`src/rtl/mem_arbiter_pkg.sv`:
```
// Shared types and helpers for the byte-wide memory/IO arbiter.
// Holds the FSM state encoding, access-size codes and the IO address decode.
package mem_arbiter_pkg;

    typedef enum logic [1:0] {
        ST_IDLE  = 2'd0,
        ST_IF_RD = 2'd1,
        ST_LS_RD = 2'd2,
        ST_LS_WR = 2'd3
    } arb_state_e;

    typedef enum logic [1:0] {
        GR_NONE = 2'd0,
        GR_IF   = 2'd1,
        GR_LSB  = 2'd2
    } grant_e;

    localparam logic [1:0]  SZ_B    = 2'b00;
    localparam logic [1:0]  SZ_H    = 2'b01;
    localparam logic [1:0]  SZ_W    = 2'b10;
    localparam logic [31:0] IO_BASE = 32'h0003_0000;

    // IO space is the whole 64 KiB window selected by addr[17:16].
    function automatic logic is_io(input logic [31:0] addr);
        return addr[17:16] == IO_BASE[17:16];
    endfunction

    function automatic logic [2:0] size_to_nbytes(input logic [1:0] size);
        case (size)
            SZ_B:    return 3'd1;
            SZ_H:    return 3'd2;
            default: return 3'd4;
        endcase
    endfunction

    function automatic logic [7:0] byte_sel(input logic [31:0] w, input logic [1:0] idx);
        case (idx)
            2'd0:    return w[7:0];
            2'd1:    return w[15:8];
            2'd2:    return w[23:16];
            default: return w[31:24];
        endcase
    endfunction

endpackage

```
`src/rtl/mem_arbiter_if.sv`:
```
// Bundle of the fetch, load/store and RAM/IO port signals around the arbiter.
// slave = arbiter side, master = requesters plus memory.
interface mem_arbiter_if;
    logic        if_enable;
    logic [31:0] if_addr;
    logic        inst_ready;
    logic [31:0] inst;

    logic        lsb_req;
    logic        lsb_we;
    logic [1:0]  lsb_size;
    logic [31:0] lsb_addr;
    logic [31:0] lsb_wdata;
    logic        lsb_done;
    logic [31:0] lsb_rdata;

    logic [7:0]  mem_din;
    logic [7:0]  mem_dout;
    logic [31:0] mem_a;
    logic        mem_wr;
    logic        io_buffer_full;

    modport slave (
        input  if_enable, if_addr, lsb_req, lsb_we, lsb_size, lsb_addr, lsb_wdata,
               mem_din, io_buffer_full,
        output inst_ready, inst, lsb_done, lsb_rdata, mem_dout, mem_a, mem_wr
    );

    modport master (
        output if_enable, if_addr, lsb_req, lsb_we, lsb_size, lsb_addr, lsb_wdata,
               mem_din, io_buffer_full,
        input  inst_ready, inst, lsb_done, lsb_rdata, mem_dout, mem_a, mem_wr
    );
endinterface

```
`src/rtl/mem_arbiter.sv`:
```
// Arbiter owning the byte-wide RAM/IO port: round-robin between fetch and
// load/store, each grant run as a byte burst that assembles or serialises a word.
module mem_arbiter
    import mem_arbiter_pkg::*;
#(
    parameter bit LSB_FIRST = 1'b1
) (
    input  logic         clk_in,
    input  logic         rst_in,
    input  logic         rdy_in,
    input  logic         clear,
    mem_arbiter_if.slave bus
);

    arb_state_e  state_q, state_d;
    grant_e      last_q, last_d;
    logic [2:0]  cnt_q, cnt_d;
    logic [2:0]  nbytes_q, nbytes_d;
    logic [31:0] addr_q, addr_d;
    logic [31:0] wdata_q, wdata_d;
    logic [31:0] data_q, data_d;
    logic [31:0] mem_a_q, mem_a_d;
    logic [7:0]  mem_dout_q, mem_dout_d;
    logic        mem_wr_q, mem_wr_d;
    logic        inst_ready_q, inst_ready_d;
    logic [31:0] inst_q, inst_d;
    logic        lsb_done_q, lsb_done_d;
    logic [31:0] lsb_rdata_q, lsb_rdata_d;

    logic        lsb_wins;
    logic        grant_lsb;
    logic        grant_if;
    logic [31:0] byte_addr;
    logic [31:0] rd_word;
    logic        last_byte;

    assign lsb_wins  = (last_q == GR_IF) || ((last_q == GR_NONE) && LSB_FIRST);
    assign grant_lsb = bus.lsb_req && (!bus.if_enable || lsb_wins);
    assign grant_if  = bus.if_enable && !grant_lsb;

    assign byte_addr = addr_q + {29'd0, cnt_q};
    // data_q is zeroed at grant, so OR-ing in the current byte is enough.
    assign rd_word   = data_q | ({24'd0, bus.mem_din} << {cnt_q[1:0], 3'b000});
    assign last_byte = (cnt_q == nbytes_q - 3'd1);

    always_comb begin
        state_d      = state_q;
        last_d       = last_q;
        cnt_d        = cnt_q;
        nbytes_d     = nbytes_q;
        addr_d       = addr_q;
        wdata_d      = wdata_q;
        data_d       = data_q;
        mem_a_d      = mem_a_q;
        mem_dout_d   = mem_dout_q;
        mem_wr_d     = 1'b0;
        inst_ready_d = 1'b0;
        inst_d       = inst_q;
        lsb_done_d   = 1'b0;
        lsb_rdata_d  = lsb_rdata_q;

        // A paused edge holds everything except the one-cycle strobes.
        if (rdy_in) begin
            case (state_q)
                ST_IDLE: begin
                    mem_a_d = '0;
                    if (!clear && (grant_if || grant_lsb)) begin
                        cnt_d  = 3'd0;
                        data_d = '0;
                        if (grant_if) begin
                            state_d  = ST_IF_RD;
                            last_d   = GR_IF;
                            addr_d   = bus.if_addr;
                            nbytes_d = 3'd4;
                            mem_a_d  = bus.if_addr;
                        end else begin
                            last_d   = GR_LSB;
                            addr_d   = bus.lsb_addr;
                            wdata_d  = bus.lsb_wdata;
                            nbytes_d = size_to_nbytes(bus.lsb_size);
                            mem_a_d  = bus.lsb_addr;
                            if (bus.lsb_we) begin
                                state_d = ST_LS_WR;
                                // Byte 0 goes out on the grant edge unless the IO sink is full.
                                if (!(is_io(bus.lsb_addr) && bus.io_buffer_full)) begin
                                    mem_wr_d   = 1'b1;
                                    mem_dout_d = bus.lsb_wdata[7:0];
                                    cnt_d      = 3'd1;
                                end
                            end else begin
                                state_d = ST_LS_RD;
                            end
                        end
                    end
                end

                ST_IF_RD, ST_LS_RD: begin
                    if (clear) begin
                        state_d = ST_IDLE;
                        mem_a_d = '0;
                    end else begin
                        data_d = rd_word;
                        if (last_byte) begin
                            state_d = ST_IDLE;
                            mem_a_d = '0;
                            if (state_q == ST_IF_RD) begin
                                inst_d       = rd_word;
                                inst_ready_d = 1'b1;
                            end else begin
                                lsb_rdata_d = rd_word;
                                lsb_done_d  = 1'b1;
                            end
                        end else begin
                            cnt_d   = cnt_q + 3'd1;
                            mem_a_d = byte_addr + 32'd1;
                        end
                    end
                end

                ST_LS_WR: begin
                    // Stores ignore clear: once granted they always commit.
                    if (cnt_q == nbytes_q) begin
                        state_d    = ST_IDLE;
                        mem_a_d    = '0;
                        lsb_done_d = 1'b1;
                    end else begin
                        mem_a_d = byte_addr;
                        if (!(is_io(byte_addr) && bus.io_buffer_full)) begin
                            mem_wr_d   = 1'b1;
                            mem_dout_d = byte_sel(wdata_q, cnt_q[1:0]);
                            cnt_d      = cnt_q + 3'd1;
                        end
                    end
                end

                default: state_d = ST_IDLE;
            endcase
        end
    end

    always_ff @(posedge clk_in or negedge rst_in) begin
        if (!rst_in) begin
            state_q      <= ST_IDLE;
            last_q       <= GR_NONE;
            cnt_q        <= '0;
            nbytes_q     <= '0;
            addr_q       <= '0;
            wdata_q      <= '0;
            data_q       <= '0;
            mem_a_q      <= '0;
            mem_dout_q   <= '0;
            mem_wr_q     <= 1'b0;
            inst_ready_q <= 1'b0;
            inst_q       <= '0;
            lsb_done_q   <= 1'b0;
            lsb_rdata_q  <= '0;
        end else begin
            state_q      <= state_d;
            last_q       <= last_d;
            cnt_q        <= cnt_d;
            nbytes_q     <= nbytes_d;
            addr_q       <= addr_d;
            wdata_q      <= wdata_d;
            data_q       <= data_d;
            mem_a_q      <= mem_a_d;
            mem_dout_q   <= mem_dout_d;
            mem_wr_q     <= mem_wr_d;
            inst_ready_q <= inst_ready_d;
            inst_q       <= inst_d;
            lsb_done_q   <= lsb_done_d;
            lsb_rdata_q  <= lsb_rdata_d;
        end
    end

    assign bus.mem_a      = mem_a_q;
    assign bus.mem_dout   = mem_dout_q;
    assign bus.mem_wr     = mem_wr_q;
    assign bus.inst_ready = inst_ready_q;
    assign bus.inst       = inst_q;
    assign bus.lsb_done   = lsb_done_q;
    assign bus.lsb_rdata  = lsb_rdata_q;

endmodule

```
`src/flat_wrapper.sv`:
```
// flat-port wrapper written by rule: the top's interface ports become plain ports
module mem_arbiter_flat import mem_arbiter_pkg::*;
#(
    parameter bit LSB_FIRST = 1'b1
)
  (clk_in, rst_in, rdy_in, clear, bus_if_enable, bus_if_addr, bus_lsb_req, bus_lsb_we, bus_lsb_size, bus_lsb_addr, bus_lsb_wdata, bus_mem_din, bus_io_buffer_full, bus_inst_ready, bus_inst, bus_lsb_done, bus_lsb_rdata, bus_mem_dout, bus_mem_a, bus_mem_wr);
  mem_arbiter_if bus_i ();
  input  logic clk_in;
  input  logic rst_in;
  input  logic rdy_in;
  input  logic clear;
  input wire logic [$bits(bus_i.if_enable)-1:0] bus_if_enable;
  input wire logic [$bits(bus_i.if_addr)-1:0] bus_if_addr;
  input wire logic [$bits(bus_i.lsb_req)-1:0] bus_lsb_req;
  input wire logic [$bits(bus_i.lsb_we)-1:0] bus_lsb_we;
  input wire logic [$bits(bus_i.lsb_size)-1:0] bus_lsb_size;
  input wire logic [$bits(bus_i.lsb_addr)-1:0] bus_lsb_addr;
  input wire logic [$bits(bus_i.lsb_wdata)-1:0] bus_lsb_wdata;
  input wire logic [$bits(bus_i.mem_din)-1:0] bus_mem_din;
  input wire logic [$bits(bus_i.io_buffer_full)-1:0] bus_io_buffer_full;
  output wire logic [$bits(bus_i.inst_ready)-1:0] bus_inst_ready;
  output wire logic [$bits(bus_i.inst)-1:0] bus_inst;
  output wire logic [$bits(bus_i.lsb_done)-1:0] bus_lsb_done;
  output wire logic [$bits(bus_i.lsb_rdata)-1:0] bus_lsb_rdata;
  output wire logic [$bits(bus_i.mem_dout)-1:0] bus_mem_dout;
  output wire logic [$bits(bus_i.mem_a)-1:0] bus_mem_a;
  output wire logic [$bits(bus_i.mem_wr)-1:0] bus_mem_wr;
  assign bus_i.if_enable = bus_if_enable;
  assign bus_i.if_addr = bus_if_addr;
  assign bus_i.lsb_req = bus_lsb_req;
  assign bus_i.lsb_we = bus_lsb_we;
  assign bus_i.lsb_size = bus_lsb_size;
  assign bus_i.lsb_addr = bus_lsb_addr;
  assign bus_i.lsb_wdata = bus_lsb_wdata;
  assign bus_i.mem_din = bus_mem_din;
  assign bus_i.io_buffer_full = bus_io_buffer_full;
  assign bus_inst_ready = bus_i.inst_ready;
  assign bus_inst = bus_i.inst;
  assign bus_lsb_done = bus_i.lsb_done;
  assign bus_lsb_rdata = bus_i.lsb_rdata;
  assign bus_mem_dout = bus_i.mem_dout;
  assign bus_mem_a = bus_i.mem_a;
  assign bus_mem_wr = bus_i.mem_wr;
  mem_arbiter #(.LSB_FIRST(LSB_FIRST)) u_core (.clk_in(clk_in), .rst_in(rst_in), .rdy_in(rdy_in), .clear(clear), .bus(bus_i));
endmodule
```
`config.mk`:
```
export PLATFORM = sky130hd
export DESIGN_NAME = mem_arbiter_flat
export DESIGN_NICKNAME = d
export VERILOG_FILES = /design/src/rtl/mem_arbiter_pkg.sv /design/src/rtl/mem_arbiter_if.sv /design/src/rtl/mem_arbiter.sv /design/src/flat_wrapper.sv
export SDC_FILE = /design/constraint.sdc
export NUM_CORES = 1
export LEC_CHECK = 0
export CORE_MARGIN = 5
export CORE_UTILIZATION = 55
export DETAILED_ROUTE_END_ITERATION = 16
export GPL_TIMING_DRIVEN = 0
export PLACE_DENSITY = 0.85
export REMOVE_ABC_BUFFERS = 1
export SYNTH_ARGS = -nofsm -noshare
export SYNTH_HDL_FRONTEND = slang
export SYNTH_SLANG_ARGS = --single-unit
```
`constraint.sdc`:
```
create_clock -name clk_in -period 7.55 [get_ports clk_in]
set_input_delay 2.265 -clock clk_in [delete_from_list [all_inputs] [get_ports clk_in]]
set_output_delay 2.265 -clock clk_in [all_outputs]
set_load 0.1 [all_outputs]
```
Yosys cells after proc, flatten, opt, wreduce, memory -nomap -nowiden
Index checks and enable logic that the tools add are counted.
{"block": "totals", "ramBits": 0, "in_bits": 114, "ff_bits": 213, "output_inout_bits": 107, "memories": 0, "elab_cells": 125, "rom_bits": 0, "latch_bits": 0}
{"block": "op_classes", "muxes": 55, "n_addsub": 4, "mul": 0, "n_reduce_logical": 26, "eq_ne": 21, "div_mod_pow": 0, "order_cmp": 0, "shifts": 1, "bitwise_logic": 4}
{"op": "32-bit two-way mux", "count": 7}
{"op": "32-bit one-hot mux with 3 select lines", "count": 1}
{"op": "32-bit one-hot mux with 2 select lines", "count": 1}
{"op": "8-bit two-way mux", "count": 6}
{"op": "32-bit by 1-bit adder with 32-bit output, second input constant", "count": 1}
{"op": "32-bit by 3-bit adder with 32-bit output", "count": 1}
{"op": "32-bit OR", "count": 1}
{"op": "8-bit by 5-bit << shifter with 32-bit output", "count": 1}
{"op": "3-bit two-way mux", "count": 8}
{"op": "8-bit one-hot mux with 3 select lines", "count": 1}
{"op": "1-bit two-way mux", "count": 19}
{"op": "8-bit one-hot mux with 2 select lines", "count": 1}
{"op": "2-bit inequality test, second input constant", "count": 7}
{"op": "2-bit two-way mux", "count": 6}
{"op": "4-bit AND reduction", "count": 3}
{"op": "2-bit equality test, second input constant", "count": 5}
{"op": "5-bit AND reduction", "count": 2}
{"op": "3-bit one-hot mux with 3 select lines", "count": 1}
{"op": "2-bit by 1-bit equality test with 1-bit output, second input constant", "count": 4}
{"op": "2-bit zero test", "count": 4}
{"op": "8-bit AND reduction", "count": 1}
{"op": "3-bit equality test", "count": 2}
{"op": "2-bit one-hot mux with 3 select lines", "count": 1}
{"op": "3-bit one-hot mux with 2 select lines", "count": 1}
{"op": "13 further kinds", "count": 26}

Depth between registers and ports, before layout
Gate-level depths: netlist (run 1).
{"block": "depth", "ltp_word": 11, "mapped_depth": 13, "mapped_depth_nobuf": 11}

Least setup slack after synthesis (run 1)
OpenSTA, ideal clock, no wires.
{"block": "synth_timing", "path_type": "input port to flip-flop", "startpoint": "in bus_lsb_req", "endpoint": "reg u_core.mem_dout_q[5] (netlist: u_core.bus.mem_dout[5])", "slack_ns": 3.609, "cell_stages": 9, "arrival_ns": 3.863, "required_ns": 7.472, "setup_time_ns": 0.078, "n_path_buf": 1, "cell_sequence": "inv_1 -> o21ai_1 -> nand4_1 -> nor3_1 -> a21oi_1 -> a211oi_2 -> clkbuf_1 -> nor2_1 -> a21oi_1"}
{"block": "synth_via", "elab_chain_len": 7, "elab_cells_between_ends": 8, "cone_classes": "2 x eq/ne; 6 x reduce/logical"}
{"element": "start, declared", "line": "flat_wrapper.sv:14", "text": "input wire logic [$bits(bus_i.lsb_req)-1:0] bus_lsb_req;"}
{"element": "1-bit logical AND (*)", "line": "mem_arbiter.sv:38", "text": "assign grant_lsb = bus.lsb_req && (!bus.if_enable || lsb_wins);"}
{"element": "1-bit zero test", "line": "mem_arbiter.sv:39", "text": "assign grant_if = bus.if_enable && !grant_lsb;"}
{"element": "1-bit logical AND", "line": "mem_arbiter.sv:39"}
{"element": "1-bit logical OR", "line": "mem_arbiter.sv:67", "text": "if (!clear && (grant_if || grant_lsb)) begin"}
{"element": "1-bit logical AND", "line": "mem_arbiter.sv:67"}
{"element": "2-bit by 1-bit inequality test with 1-bit output (no line)"}
{"element": "8-bit AND reduction (no line) (*)"}
{"element": "end signal, assigned", "line": "mem_arbiter.sv:166", "text": "mem_dout_q <= mem_dout_d;"}
{"element": "end, declared", "line": "mem_arbiter.sv:23", "text": "logic [7:0] mem_dout_q, mem_dout_d;"}
Every way passes the cells marked *; elsewhere a longest branch is shown, timed or not.
A chain may end at the register's enable or synchronous reset.

==> results of run 1 <==
[state kept, by name, summed over array words and instances (netlist names), 2 cells and up]
name,count
u_core.addr_q,32
u_core.bus.inst,32
u_core.bus.lsb_rdata,32
u_core.bus.mem_a,32
u_core.data_q,32
u_core.wdata_q,32
u_core.bus.mem_dout,8
u_core.cnt_q,3
u_core.nbytes_q,3
u_core.state_q,2
[where the power goes]
part	total, mW	internal (mW)	leakage [nW]	switching [mW]
clock	1.24	0.788	0.431	0.455
sequential	2.00	1.62	2.74	0.384
combinational	3.80	1.03	2.85	2.77
[cell usage after synthesis (4+ instances only)]
library cell	n
o21ai_1	6
nand2b_1	6
nand3_1	30
and2_1	5
inv_1	20
o22ai_1	4
mux2_2	32
and3_1	6
dfrtp_1	212
a21oi_1	207
or3_1	4
clkbuf_1	52
a221o_1	8
nand2_1	109
a21o_1	34
nor4_1	7
buf_2	7
o31ai_1	5
xor2_1	17
a222oi_1	8
buf_1	11
o211ai_1	4
xnor2_1	25
nor3_1	18
nor2_1	138
ha_1	13
o21ai_0	37
or4_1	8
a31oi_1	7
o221ai_1	8
nand4_1	11
mux2i_1	13
[how the worst max path moves through the flow]
| stage | start | to |
|---|---|---|
| after floorplan | rdy_in | u_core.bus.lsb_rdata[0] |
| after global placement | rst_in | u_core.bus.lsb_rdata[30] |
| after detailed placement | rdy_in | u_core.bus.mem_a[27] |
| after CTS | rdy_in | u_core.bus.mem_a[27] |
| after global routing | rdy_in | u_core.bus.mem_a[27] |
| final | rdy_in | u_core.bus.mem_a[27] |
[logic make-up after synthesis]
kind of cell    after synthesis
buf+inv                      91
compound gates              357
flops                       212
mux                          45
simple gates                365
fa+ha+maj                    14
xor+xnor                     43
[final cells by class]
class	instances	area [um2]
clock buffers	33	706
clock inverters	11	155
fillers	1353	4890
inverters	20	75.1
multi-input cells	824	4980
flip-flops and latches	212	5310
well taps	260	325
repair buffers	230	2390
[per-layer routing]
layer	share of wire (%)	wire length (um)	vias up	track usage [%]
met4	3.0	920	4	9.61
met5	0.069	21	-	0
li1	-	-	4394	-
met3	8.8	2670	84	6.90
met1	38	11500	4547	32.4
met2	50	15200	387	47.0
[worst min-delay path, cell delays in order, from the launching register on]
cell and delay (ps):
dfrtp_1 350, nand2_1 60, o221ai_1 50
[stage by stage]
| step | area (um2) | worst slack [ps] | utilization, % | setup TNS [ps] | power, mW |
|---|---|---|---|---|---|
| after global placement | 12900 | -4510 | 68.3 | -1058680 | 5.67 |
| after global routing | 13900 | 2120 | 74.0 | 0 | 7.38 |
| after detailed placement | 13100 | 1920 | 69.5 | 0 | 5.78 |
| final | 13900 | 2390 | 74.0 | 0 | 7.05 |
| after floorplan | 10300 | 1220 | - | 0 | 4.76 |
| after CTS | 13900 | 2440 | 74.0 | 0 | 7.06 |
[placed cells by master, fill, tap and decap left out, types with 11 or more instances in the layout]
| master | count |
|---|---|
| dfrtp_1 | 212 |
| o21ai_0 | 37 |
| a21oi_1 | 206 |
| ha_1 | 13 |
| mux2_2 | 32 |
| clkdlybuf4s50_1 | 219 |
| inv_1 | 20 |
| nor2_1 | 138 |
| xor2_1 | 17 |
| nand4_1 | 11 |
| xnor2_1 | 25 |
| nand2_1 | 109 |
| a21o_1 | 34 |
| clkbuf_16 | 25 |
| nor3_1 | 17 |
| nand3_1 | 29 |
| mux2i_1 | 13 |
==> impl_metrics.py, run 1 <==
metrics = {
    "min_path": {
        "hold_depth": 2,
        "hp-class": "reg -> reg",
        "hp-start": "u_core.bus.mem_a[8]",
        "hold_end": "u_core.bus.mem_a[8]",
    },
    "setup_path": {
        "path_delay_family": "simple AND/OR/NAND/NOR gates",
        "end_kind": "register",
        "rr_worst_depth": 10,
        "r2r-start": "u_core.cnt_q[1]",
        "cp-start-kind": "input port",
        "crit_type": "in -> reg",
        "path_buf_inv": 2,
        "arrival_ps": 5590,
        "cp.required_ps": 7980,
        "rrSetupSlack_ps": 3220,
        "cp_num_cells": 6,
        "critPathMaxFanout": 38,
        "slowest_delay_ps": 790,
        "path_cells": "clkdlybuf4s50_1, inv_1, nor2_1, nand2_1, or4_1, nand3_1",
        "reg2reg_to": "u_core.bus.mem_a[27]",
        "cp_slowest_cell": "nor2_1",
    },
    "run": {
        "maxCapViolations": 0,
    },
    "clock_tree": {
        "clk_latency_ps": 510,
        "root_buffer": "clkbuf_16",
        "cts_hold_buf": 0,
        "htree_levels": 1,
        "cts_setup_buffers": 0,
        "cts_buffer_depth": 3,
        "cts_tree": "built",
        "cts_resized": 0,
        "cts_made_buffers": 24,
        "cts_sinks": 212,
        "clk_pin_slew_ps": 60,
    },
    "synth": {
        "syn_area_um2": 10600,
        "synthTopCellsByArea": "dfrtp_1 50%, a21oi_1 9.8%, nor2_1 4.9%",
        "async_flop_share_pct": 100,
        "synth_xor_xnor_area_share_pct": 3.62,
        "synthMuxAreaShare_pct": 4.62,
        "syn_avg_cell_area_um2": 9.41,
        "ys.flop_type": "dfrtp_1",
        "ys_seq_elements": 212,
        "syn_inst": 1127,
        "synth_top_family_by_area": "compound AO/OA/AOI/OAI gates",
        "yosysTopAreaCell": "dfrtp_1",
        "synth_edf_count": 0,
        "yosys.area_share.simple_pct": 16.3,
        "synth_top_cell_area_share_pct": 50.0,
        "synth_adder_area_share_pct": 1.72,
        "yosysWarnings": 0,
        "synth-compound-area-share_pct": 20.3,
        "ys_seq_area_share_pct": 50.0,
        "synth_cell_type_count": 69,
    },
    "routing": {
        "routed_wl_um": 30300,
        "drtIter0Drc": 777,
        "drc": 0,
        "ant_nets": 0,
        "drt-wirelength-per-cell_um": 19.0,
        "dr.pass1.iters": 5,
        "vias_per_cell": 5.92,
        "vias": 9416,
    },
    "floorplan": {
        "ios": 221,
        "die_w_um": 149,
        "coreArea_um2": 18800,
        "die_area_um2": 22200,
        "fp.dieH_um": 149,
        "start_util_pct": 56.3,
        "fp-row-count": 50,
    },
    "sta": {
        "hold_violations": 0,
        "period_minus_slack_ps": 5160,
        "hold_slack_ps": 501,
        "timing.fmax_ghz": 0.194,
        "slew_headroom_pct": 7.87,
        "tightestPinTransition_ps": 1380,
        "fin_crit_sh_pct": 68.4,
        "finalSetupViolCount": 0,
        "rsz0062_at_grt": "no",
        "final-max-slew-violation-count": 0,
        "fin_skew_ps": 9.25,
    },
    "global_route": {
        "grt.overflow.total": 0,
        "grt_pass1_wl_um": 48800,
        "first_global_vias": 9663,
        "grt_max_degree": 119,
        "antenna_found_initial": 2,
        "grtUsageTotal_pct": 26.9,
    },
    "run_status": {
        "status": "finished, final reports clean",
    },
    "power": {
        "p_per_area_nw_per_um2": 505,
        "p_leak_nw": 6.02,
        "vdd_drop_max_mv": 0.550,
    },
    "cells_and_area": {
        "area_delta_synth_final_pct": 31.4,
        "layout.nets": 1440,
        "drive_above_1_share_pct": 8.27,
        "diodes": 0,
        "instances_no_fill": 1590,
    },
    "place": {
        "dp.cells": 1546,
        "io_buffers": 220,
        "dp.final_hpwl_um": 21300,
        "place.gp.congestion": 0.913,
    },
}
Power figures use the tool's default switching activity.
==> inputs of run 2 (changes only) <==
--- a/config.mk
+++ b/config.mk
@@ -6,10 +6,10 @@
 export NUM_CORES = 1
 export LEC_CHECK = 0
 export CORE_MARGIN = 5
-export CORE_UTILIZATION = 55
+export CORE_UTILIZATION = 47
 export DETAILED_ROUTE_END_ITERATION = 16
 export GPL_TIMING_DRIVEN = 0
-export PLACE_DENSITY = 0.85
+export PLACE_DENSITY = 0.77
 export REMOVE_ABC_BUFFERS = 1
 export SYNTH_ARGS = -nofsm -noshare
 export SYNTH_HDL_FRONTEND = slang
==> constraint.sdc (replaced) <==
create_clock -name clk_in -period 4.25 [get_ports clk_in]
set_input_delay 1.275 -clock clk_in [delete_from_list [all_inputs] [get_ports clk_in]]
set_output_delay 1.275 -clock clk_in [all_outputs]
set_load 0.1 [all_outputs]
==> run 2 against run 1 <==
Effect of this change:
- routed wire length is 0.31% higher
- via count is 0.92% lower
- flip-flop and latch count stayed put
- register-to-register slack worse by 3100 ps
- core utilization is 12 points lower
- sequential share of layout area is 0.16 points lower
- sequential power is 78% higher
- clock skew is 4.5 ps higher
- total power is 75% higher
- die area is 16% higher
- critical path type is now reg -> reg
- largest power group unchanged
==> impl_metrics.py, run 2 (synthesis results as in run 1) <==
metrics = {
    "setup_path": {
        "path_delay_family": "simple AND/OR/NAND/NOR gates",
        "reg2reg_to": "u_core.bus.mem_a[30]",
        "slowest_delay_ps": 620,
        "arrival_ps": 4520,
        "cp_slowest_cell": "dfrtp_1",
        "rrSetupSlack_ps": 160,
        "crit_type": "reg -> reg",
        "critPathMaxFanout": 11,
        "path_cells": "inv_1, fa_1, nor2b_4, o21ai_1, or4_1, a22oi_2, nor4b_4, buf_4, nand3_1, or4_1, nand3_1",
        "end_kind": "register",
        "rr_worst_depth": 11,
        "path_buf_inv": 2,
        "r2r-start": "u_core.cnt_q[1]",
        "cp-start-kind": "register",
        "crit_start": "u_core.cnt_q[1]",
        "cp.required_ps": 4680,
    },
    "place": {
        "dp.final_hpwl_um": 21200,
        "dp.cells": 1571,
        "io_buffers": 220,
        "place.gp.congestion": 0.848,
    },
    "min_path": {
        "hp-start": "u_core.addr_q[2]",
        "hp-class": "reg -> reg",
        "hold_depth": 1,
        "hold_end": "u_core.addr_q[2]",
    },
    "floorplan": {
        "start_util_pct": 47.3,
        "die_area_um2": 25700,
        "die_w_um": 160,
        "fp.dieH_um": 160,
        "coreArea_um2": 22400,
        "fp-row-count": 55,
        "ios": 221,
    },
    "power": {
        "p_per_area_nw_per_um2": 881,
        "p_leak_nw": 6.04,
        "vdd_drop_max_mv": 0.660,
    },
    "global_route": {
        "antenna_found_initial": 2,
        "grt_max_degree": 120,
        "grt_pass1_wl_um": 48900,
        "first_global_vias": 9288,
        "grtUsageTotal_pct": 23.0,
        "grt.overflow.total": 0,
    },
    "sta": {
        "rsz0062_at_grt": "no",
        "fin_crit_sh_pct": 96.3,
        "final-max-slew-violation-count": 0,
        "slew_headroom_pct": 26.3,
        "hold_slack_ps": 489,
        "tightestPinTransition_ps": 1100,
        "timing.fmax_ghz": 0.244,
        "period_minus_slack_ps": 4090,
        "fin_skew_ps": 13.7,
        "finalSetupViolCount": 0,
        "hold_violations": 0,
    },
    "routing": {
        "drc": 0,
        "routed_wl_um": 30400,
        "ant_nets": 0,
        "drt-wirelength-per-cell_um": 18.8,
        "vias": 9329,
        "vias_per_cell": 5.76,
        "dr.pass1.iters": 7,
        "drtIter0Drc": 644,
    },
    "clock_tree": {
        "cts_made_buffers": 23,
        "cts_sinks": 212,
        "root_buffer": "clkbuf_16",
        "clk_latency_ps": 510,
        "clk_pin_slew_ps": 60,
        "cts_tree": "built",
        "cts_buffer_depth": 3,
        "htree_levels": 1,
    },
    "cells_and_area": {
        "multiInputGateArea_um2": 5000,
        "diodes": 0,
        "final_common_cell": "clkdlybuf4s50_1",
        "instances_no_fill": 1619,
        "utilization_pct": 62.4,
        "num-fill-cells": 1875,
        "mostFrequentLayoutCells": "219 x clkdlybuf4s50_1, 212 x dfrtp_1, 205 x a21oi_1",
        "regArea_um2": 5310,
        "area_delta_synth_final_pct": 32.0,
        "layout.nets": 1446,
        "drive_above_1_share_pct": 8.77,
    },
    "run_status": {
        "status": "finished, final reports clean",
    },
    "run": {
        "maxCapViolations": 0,
    },
}
==> run 2: repair_timing <==
item,CTS,global route
pin swaps,1,0
endpoints found under the setup margin,4,76
hold buffers,0,0
gates resized for setup,0,4
buffers inserted,3,3
==> run 2: routing by layer <==
| layer | GRT usage [%] | part of all wire (%) |
|---|---|---|
| met3 | 6.99 | 8.1 |
| met2 | 38.3 | 48 |
| met5 | 0 | 0.13 |
| met4 | 6.41 | 2.6 |
| met1 | 29.2 | 41 |
==> run 2: power by group <==
group          internal, mW  switching [mW]  leakage, nW
sequential             2.87           0.683         2.74
combinational          1.83            4.90         2.90
clock                  1.23           0.808        0.392
total                  5.94            6.39         6.04
==> run 2: worst max-delay path by stage <==
| stage | end | cells past startpoint |
|---|---|---|
| detailed placement | u_core.bus.mem_a[27] | 6 |
| global route | u_core.bus.mem_a[27] | 11 |
| global placement | u_core.bus.inst[13] | 1 |
| finish | u_core.bus.mem_a[30] | 11 |
| CTS | u_core.wdata_q[5] | 5 |
| floorplan | u_core.bus.lsb_rdata[0] | 3 |
==> run 2: per-stage QoR <==
stage | TNS (ps) | worst slack (ps) | area (um2) | power, mW
floorplan | -62040 | -1090 | 10300 | 8.46
global placement | -1927130 | -6960 | 12900 | 10.1
detailed placement | -31040 | -574 | 13100 | 10.3
CTS | 0 | 122 | 13900 | 12.4
global route | 0 | 7.62 | 14000 | 13.0
finish | 0 | 159 | 14000 | 12.3
==> run 2: area by class of cell <==
cell class	count	area share, %
sequential	212	37.9
multi-input combinational	824	35.7
timing repair buffer	237	17.7
clock buffer	32	4.85
tap	285	2.55
clock inverter	9	0.706
inverter	20	0.563
